--- src/rtl/chroma_pkg.sv ---
// Shared types and constants for the chroma-key settings sequencer.
//   state_t : sequencer FSM states
//   tgt_t   : which settings register a press adjusts
//   dir_t   : decoded button direction
//   ton_step / color_step : saturating one-step update helpers
package chroma_pkg;

    localparam int unsigned TON_W   = 8;
    localparam int unsigned COLOR_W = 3;
    localparam int unsigned CNT_W   = 24;
    localparam int unsigned IN_W    = 5;

    typedef enum logic [1:0] {
        ST_IDLE   = 2'd0,
        ST_FIRST  = 2'd1,
        ST_WAIT   = 2'd2,
        ST_REPEAT = 2'd3
    } state_t;

    typedef enum logic [1:0] {
        TGT_NONE = 2'd0,
        TGT_TON  = 2'd1,
        TGT_CL   = 2'd2,
        TGT_CP   = 2'd3
    } tgt_t;

    typedef enum logic [1:0] {
        DIR_NONE = 2'd0,
        DIR_UP   = 2'd1,
        DIR_DN   = 2'd2
    } dir_t;

    localparam logic [TON_W-1:0]   TON_INIT_DEF   = 8'hA4;
    localparam logic [TON_W-1:0]   TON_MAX        = 8'hFF;
    localparam logic [COLOR_W-1:0] COLOR_INIT_DEF = 3'b111;
    localparam logic [COLOR_W-1:0] COLOR_MAX      = 3'b111;

    // Saturating +/-1 on the tone threshold.
    function automatic logic [TON_W-1:0] ton_step(input logic [TON_W-1:0] v, input dir_t d);
        ton_step = v;
        if (d == DIR_UP && v != TON_MAX)
            ton_step = v + TON_W'(1);
        else if (d == DIR_DN && v != '0)
            ton_step = v - TON_W'(1);
    endfunction

    // Saturating +/-1 on a colour register.
    function automatic logic [COLOR_W-1:0] color_step(input logic [COLOR_W-1:0] v, input dir_t d);
        color_step = v;
        if (d == DIR_UP && v != COLOR_MAX)
            color_step = v + COLOR_W'(1);
        else if (d == DIR_DN && v != '0)
            color_step = v - COLOR_W'(1);
    endfunction

endpackage

--- src/rtl/chroma_adjust_seq_sync2.sv ---
// Two-flop synchroniser, parameterised width.
//   clk, reset (sync, active-low) ; d : asynchronous inputs ; q : synchronised outputs
module sync2 #(
    parameter int unsigned W = 1
) (
    input  logic         clk,
    input  logic         reset,
    input  logic [W-1:0] d,
    output logic [W-1:0] q
);

    logic [W-1:0] meta;

    always_ff @(posedge clk) begin
        if (!reset) begin
            meta <= '0;
            q    <= '0;
        end else begin
            meta <= d;
            q    <= meta;
        end
    end

endmodule

--- src/rtl/chroma_adjust_seq.sv ---
// Chroma-key settings sequencer: synchronises buttons/switches, applies one
// saturating step per press to ton/ColorL/ColorP and auto-repeats while held.
//   clk, reset (sync, active-low)
//   Tono, color, LP : asynchronous mode switches selecting the target
//   UP, down        : asynchronous increment/decrement buttons
//   ton, ColorL, ColorP : settings registers
//   step : one-cycle pulse when a step is applied (even if saturated)
//   busy : high while the sequencer is not idle
module chroma_adjust_seq
    import chroma_pkg::*;
#(
    parameter logic [CNT_W-1:0]   REPEAT_DELAY = 24'd5_000_000,
    parameter logic [CNT_W-1:0]   REPEAT_RATE  = 24'd1_000_000,
    parameter logic [TON_W-1:0]   TON_INIT     = TON_INIT_DEF,
    parameter logic [COLOR_W-1:0] COLOR_INIT   = COLOR_INIT_DEF
) (
    input  logic               clk,
    input  logic               reset,
    input  logic               Tono,
    input  logic               color,
    input  logic               LP,
    input  logic               UP,
    input  logic               down,
    output logic [TON_W-1:0]   ton,
    output logic [COLOR_W-1:0] ColorL,
    output logic [COLOR_W-1:0] ColorP,
    output logic               step,
    output logic               busy
);

    localparam int unsigned B_TONO  = 4;
    localparam int unsigned B_COLOR = 3;
    localparam int unsigned B_LP    = 2;
    localparam int unsigned B_UP    = 1;
    localparam int unsigned B_DOWN  = 0;

    logic [IN_W-1:0]  sync_q;
    dir_t             dir_s;
    tgt_t             tgt_s;
    state_t           state;
    dir_t             dir_l;
    tgt_t             tgt_l;
    logic [CNT_W-1:0] cnt;
    logic             held_c;
    logic             do_step_c;

    sync2 #(.W(IN_W)) u_sync (
        .clk   (clk),
        .reset (reset),
        .d     ({Tono, color, LP, UP, down}),
        .q     (sync_q)
    );

    // Button and mode-switch decode; conflicting buttons mean no direction.
    always_comb begin
        dir_s = DIR_NONE;
        tgt_s = TGT_NONE;
        if (sync_q[B_UP] && !sync_q[B_DOWN])
            dir_s = DIR_UP;
        else if (sync_q[B_DOWN] && !sync_q[B_UP])
            dir_s = DIR_DN;
        if (sync_q[B_TONO])
            tgt_s = TGT_TON;
        else if (sync_q[B_COLOR] && sync_q[B_LP])
            tgt_s = TGT_CL;
        else if (sync_q[B_COLOR])
            tgt_s = TGT_CP;
    end

    // A step fires on FIRST, or on counter expiry while the same button is still held.
    always_comb begin
        held_c    = (dir_s == dir_l);
        do_step_c = 1'b0;
        if (state == ST_FIRST)
            do_step_c = 1'b1;
        else if ((state == ST_WAIT || state == ST_REPEAT) && held_c && cnt == '0)
            do_step_c = 1'b1;
    end

    // Sequencer FSM with hold/repeat counter; target and direction frozen once armed.
    always_ff @(posedge clk) begin
        if (!reset) begin
            state <= ST_IDLE;
            dir_l <= DIR_NONE;
            tgt_l <= TGT_NONE;
            cnt   <= '0;
            busy  <= 1'b0;
        end else begin
            case (state)
                ST_IDLE: begin
                    if (dir_s != DIR_NONE && tgt_s != TGT_NONE) begin
                        dir_l <= dir_s;
                        tgt_l <= tgt_s;
                        state <= ST_FIRST;
                        busy  <= 1'b1;
                    end
                end
                ST_FIRST: begin
                    cnt   <= REPEAT_DELAY - CNT_W'(1);
                    state <= ST_WAIT;
                end
                ST_WAIT, ST_REPEAT: begin
                    if (!held_c) begin
                        state <= ST_IDLE;
                        busy  <= 1'b0;
                    end else if (cnt == '0) begin
                        cnt   <= REPEAT_RATE - CNT_W'(1);
                        state <= ST_REPEAT;
                    end else begin
                        cnt <= cnt - CNT_W'(1);
                    end
                end
                default: begin
                    state <= ST_IDLE;
                    busy  <= 1'b0;
                end
            endcase
        end
    end

    // Settings registers; only the latched target moves on a step.
    always_ff @(posedge clk) begin
        if (!reset) begin
            ton    <= TON_INIT;
            ColorL <= COLOR_INIT;
            ColorP <= COLOR_INIT;
            step   <= 1'b0;
        end else begin
            step <= do_step_c;
            if (do_step_c) begin
                case (tgt_l)
                    TGT_TON: ton    <= ton_step(ton, dir_l);
                    TGT_CL:  ColorL <= color_step(ColorL, dir_l);
                    TGT_CP:  ColorP <= color_step(ColorP, dir_l);
                    default: ;
                endcase
            end
        end
    end

endmodule

--- config.mk ---
export PLATFORM = sky130hd
export DESIGN_NAME = chroma_adjust_seq
export DESIGN_NICKNAME = d
export VERILOG_FILES = /design/src/rtl/chroma_pkg.sv /design/src/rtl/chroma_adjust_seq_sync2.sv /design/src/rtl/chroma_adjust_seq.sv
export SDC_FILE = /design/constraint.sdc
export NUM_CORES = 1
export LEC_CHECK = 0
export ABC_AREA = 1
export CORE_ASPECT_RATIO = 0.75
export CORE_MARGIN = 1.5
export CORE_UTILIZATION = 35
export DETAILED_ROUTE_END_ITERATION = 10
export PLACE_DENSITY_LB_ADDON = 0.15
export SYNTH_ARGS = -nofsm -noshare
export SYNTH_HDL_FRONTEND = slang
export SYNTH_HIERARCHICAL = 1
export SYNTH_SLANG_ARGS = --single-unit
--- constraint.sdc ---
create_clock -name clk -period 2.7 [get_ports clk]
set_input_delay 0.405 -clock clk [delete_from_list [all_inputs] [get_ports clk]]
set_output_delay 0.405 -clock clk [all_outputs]
set_load 0.02 [all_outputs]
==> reports/results.tsv <==
stage	metric	value	unit
run_status	status	finished, final reports clean	
yosys	ys.flop_type	dfxtp_1	
cts	clk_root_buffer_cell	clkbuf_16	
sta	min_period_over_period	0.835	
yosys	synth.distinct_cells	35	
critical_path	r2r-start	dir_l[0]	
yosys	postSynthAreaPerCell	6.84	um2
route	wirelength	7190	um
cells_and_area	final_common_cell	nand2_1	
sta	skew	4.71	ps
place	hpwl	5270	um
sta	slew_headroom	0.762	
yosys	synth-edff-count	0	
critical_path	setup.worst_path.start	dir_l[0]	
cts	numCtsBuffers	5	
cells_and_area	ff_latch_area	1120	um2
sta	finalMaxSlewViolations	0	
global_route	gr-total-overflow	0	
die	die_h	86.1	um
yosys	synth_top_area_frac	0.348	
route	drt_iter0_drc	141	
sta	max_freq	0.444	GHz
yosys	yosysWarnings	6	
global_route	antenna_found_initial	0	
global_route	grt_pass1_vias	2609	
sta	worst_pin_slew	357	ps
cts	cts_setup_buffers	0	
route	routed_via_density	4.73	
power	irDropWorstVdd	379	uV
yosys	synth_nets	491	
critical_path	crit_type	reg -> reg	
critical_path	end_kind	flop	
min_path	hp-class	reg -> reg	
route	drt-wirelength-per-cell	11.8	um
route	drt_first_pass_iters	4	
min_path	hold_start	u_sync/meta[3]	
cells_and_area	multi_input_area	1810	um2
yosys	synth_area_leader_cell	dfxtp_1	
critical_path	r2r_end	ton[7]	
critical_path	crit_fanout	9	
route	drcViolationCount	0	
cells_and_area	drive_gt1_frac	0.0827	
place	dp_cells	600	
yosys	ys_top_cells_by_area	dfxtp_1 (35%), nand2_1 (14%), nand3_1 (7.3%)	
yosys	synthesis.instances	471	
die	die_w	114	um
yosys	synth_area	3220	um2
flow_run	drv_cap	0	
die	ios	23	
cts	clock-sinks	56	
cells_and_area	stdcell_count	608	
cts	path_clk_slew	80	ps
cts	cts_tree	yes	
power	power_density	797	nW/um2
critical_path	arrival	2430	ps
sta	hold_viol	0	
die	start_util	0.357	
route	antenna_left	0	
sta	setup_viol	0	
place	io_buffer_count	22	
die	die-area	9790	um2
power	power_leakage	1.75	nW
place	place_congestion	0.840	
die	num_rows	30	
sta	rsz0062_at_grt	false	
cells_and_area	mostFrequentLayoutCells	nand2_1 (117), nor2_1 (59), inv_1 (57)	
cells_and_area	nNetsFinal	515	
critical_path	crit_required	2880	ps
global_route	grt_max_degree	20	
global_route	grt_first_pass_wirelength	12300	um
sta	finalSetupTns	0	ps
cts	cts_hold_buf	0	
cts	cts_max_level	2	
critical_path	reg2reg_slack	450	ps
yosys	ys_seq_area_frac	0.348	
cells_and_area	synthToLayoutAreaGrowth	15.2	%
cts	clock_path_buffers	2	
critical_path	startpoint_type	flop	
yosys	synth_seq_cells	56	
route	vias	2874	
critical_path	r2r_cells	13	
die	core_area	9010	um2
cts	clkLatencyLatePin	300	ps
yosys	async_flop_share	0	
cells_and_area	insertedDiodeCount	0	
cts	cts_resized	0	
critical_path	cp-endpoint	ton[7]	
global_route	grt_usage	0.156	
sta	final.min_clock_period	2250	ps
cells_and_area	nFillCells	947	
## per-layer routing
metal  global-route usage  part of all wire  vias to the layer above
met2                0.237              0.41                       43
met4               0.0432             0.010                        0
met5                    0                 0                        -
met1                0.226              0.53                     1271
met3               0.0283             0.041                        9
li1                     -                 -                     1551
## where the power goes
group	leakage, nW	switching [mW]	internal (mW)
clock	0.0719	0.334	0.353
sequential	0.456	0.0872	0.918
combinational	1.22	0.842	0.421
total	1.75	1.26	1.69
## Yosys cell counts, types with 2 or more instances
cell type	n
o21ai_1	4
a21oi_1	31
o21ai_0	17
xnor2_1	3
nor2_1	59
nor2_2	9
nand2_2	6
buf_6	2
clkbuf_1	5
nor3_1	8
dfxtp_1	56
o21bai_1	2
xor2_1	5
nand3_2	2
nand4_1	4
ha_1	10
nand3b_1	4
xor3_1	2
inv_1	57
nor2_4	4
fa_1	3
nand3_1	47
or2_2	2
nand2_1	117
inv_2	2
## per-stage QoR
stage | cell area, um2 | utilization | setup WS [ps] | hold WS [ps] | power [mW]
2_1_floorplan | 3220 | - | 627 | 386 | 2.02
3_3_place_gp | 3560 | 0.395 | 588 | 395 | 2.27
3_5_place_dp | 3560 | 0.395 | 469 | 396 | 2.28
4_1_cts | 3710 | 0.412 | 450 | 413 | 2.98
5_1_grt | 3710 | 0.412 | 231 | 445 | 3.21
6_report | 3710 | 0.412 | 447 | 412 | 2.96
## worst min path at each step
| stage | to | slack [ps] | cells past startpoint |
|---|---|---|---|
| floorplan | u_sync/q[3] | 390 | 2 |
| global placement | u_sync/q[3] | 390 | 2 |
| detailed placement | u_sync/q[2] | 400 | 2 |
| CTS | u_sync/q[3] | 410 | 2 |
| global route | u_sync/q[2] | 450 | 2 |
| finish | u_sync/q[3] | 410 | 2 |
## state kept, by name, indices dropped and copies added, names as in the netlist
register,cells
ColorL,3
u_sync/meta,5
busy,1
ton,8
dir_l,2
state,2
ColorP,3
cnt,24
tgt_l,2
u_sync/q,5
step,1
## logic make-up (layout without fill, tap and decap cells)
| logic type | count (synthesis) | count (layout) | synth area share |
|---|---|---|---|
| flip-flops | 56 | 56 | 0.348 |
| buffers and inverters | 69 | 94 | 0.0882 |
| AND/OR/NAND/NOR | 266 | 266 | 0.377 |
| XOR/XNOR | 10 | 10 | 0.0365 |
| AO/OA/AOI/OAI | 57 | 57 | 0.0929 |
| adder cells (fa/ha/maj) | 13 | 13 | 0.0575 |
## final cells by class
cell class | count | area share
Clock inverter | 3 | 0.00742
Inverter | 60 | 0.0621
Multi-Input combinational cell | 346 | 0.489
Sequential cell | 56 | 0.302
Clock buffer | 5 | 0.0337
Timing Repair Buffer | 26 | 0.0675
Tap cell | 112 | 0.0378
## worst max-delay path: stages, from the launching register on
cell and delay, ps:
dfxtp_1 330, inv_1 70, nor2_1 230, nand2_1 280
ha_1 410, or2_2 300, nand3b_1 80, nand2_1 80
nand2_1 70, nand2_1 40, nand2_1 50, nand2_1 50
nand2_1 50, nand3_1 70
No activity file was read; power rests on OpenSTA's default activity.
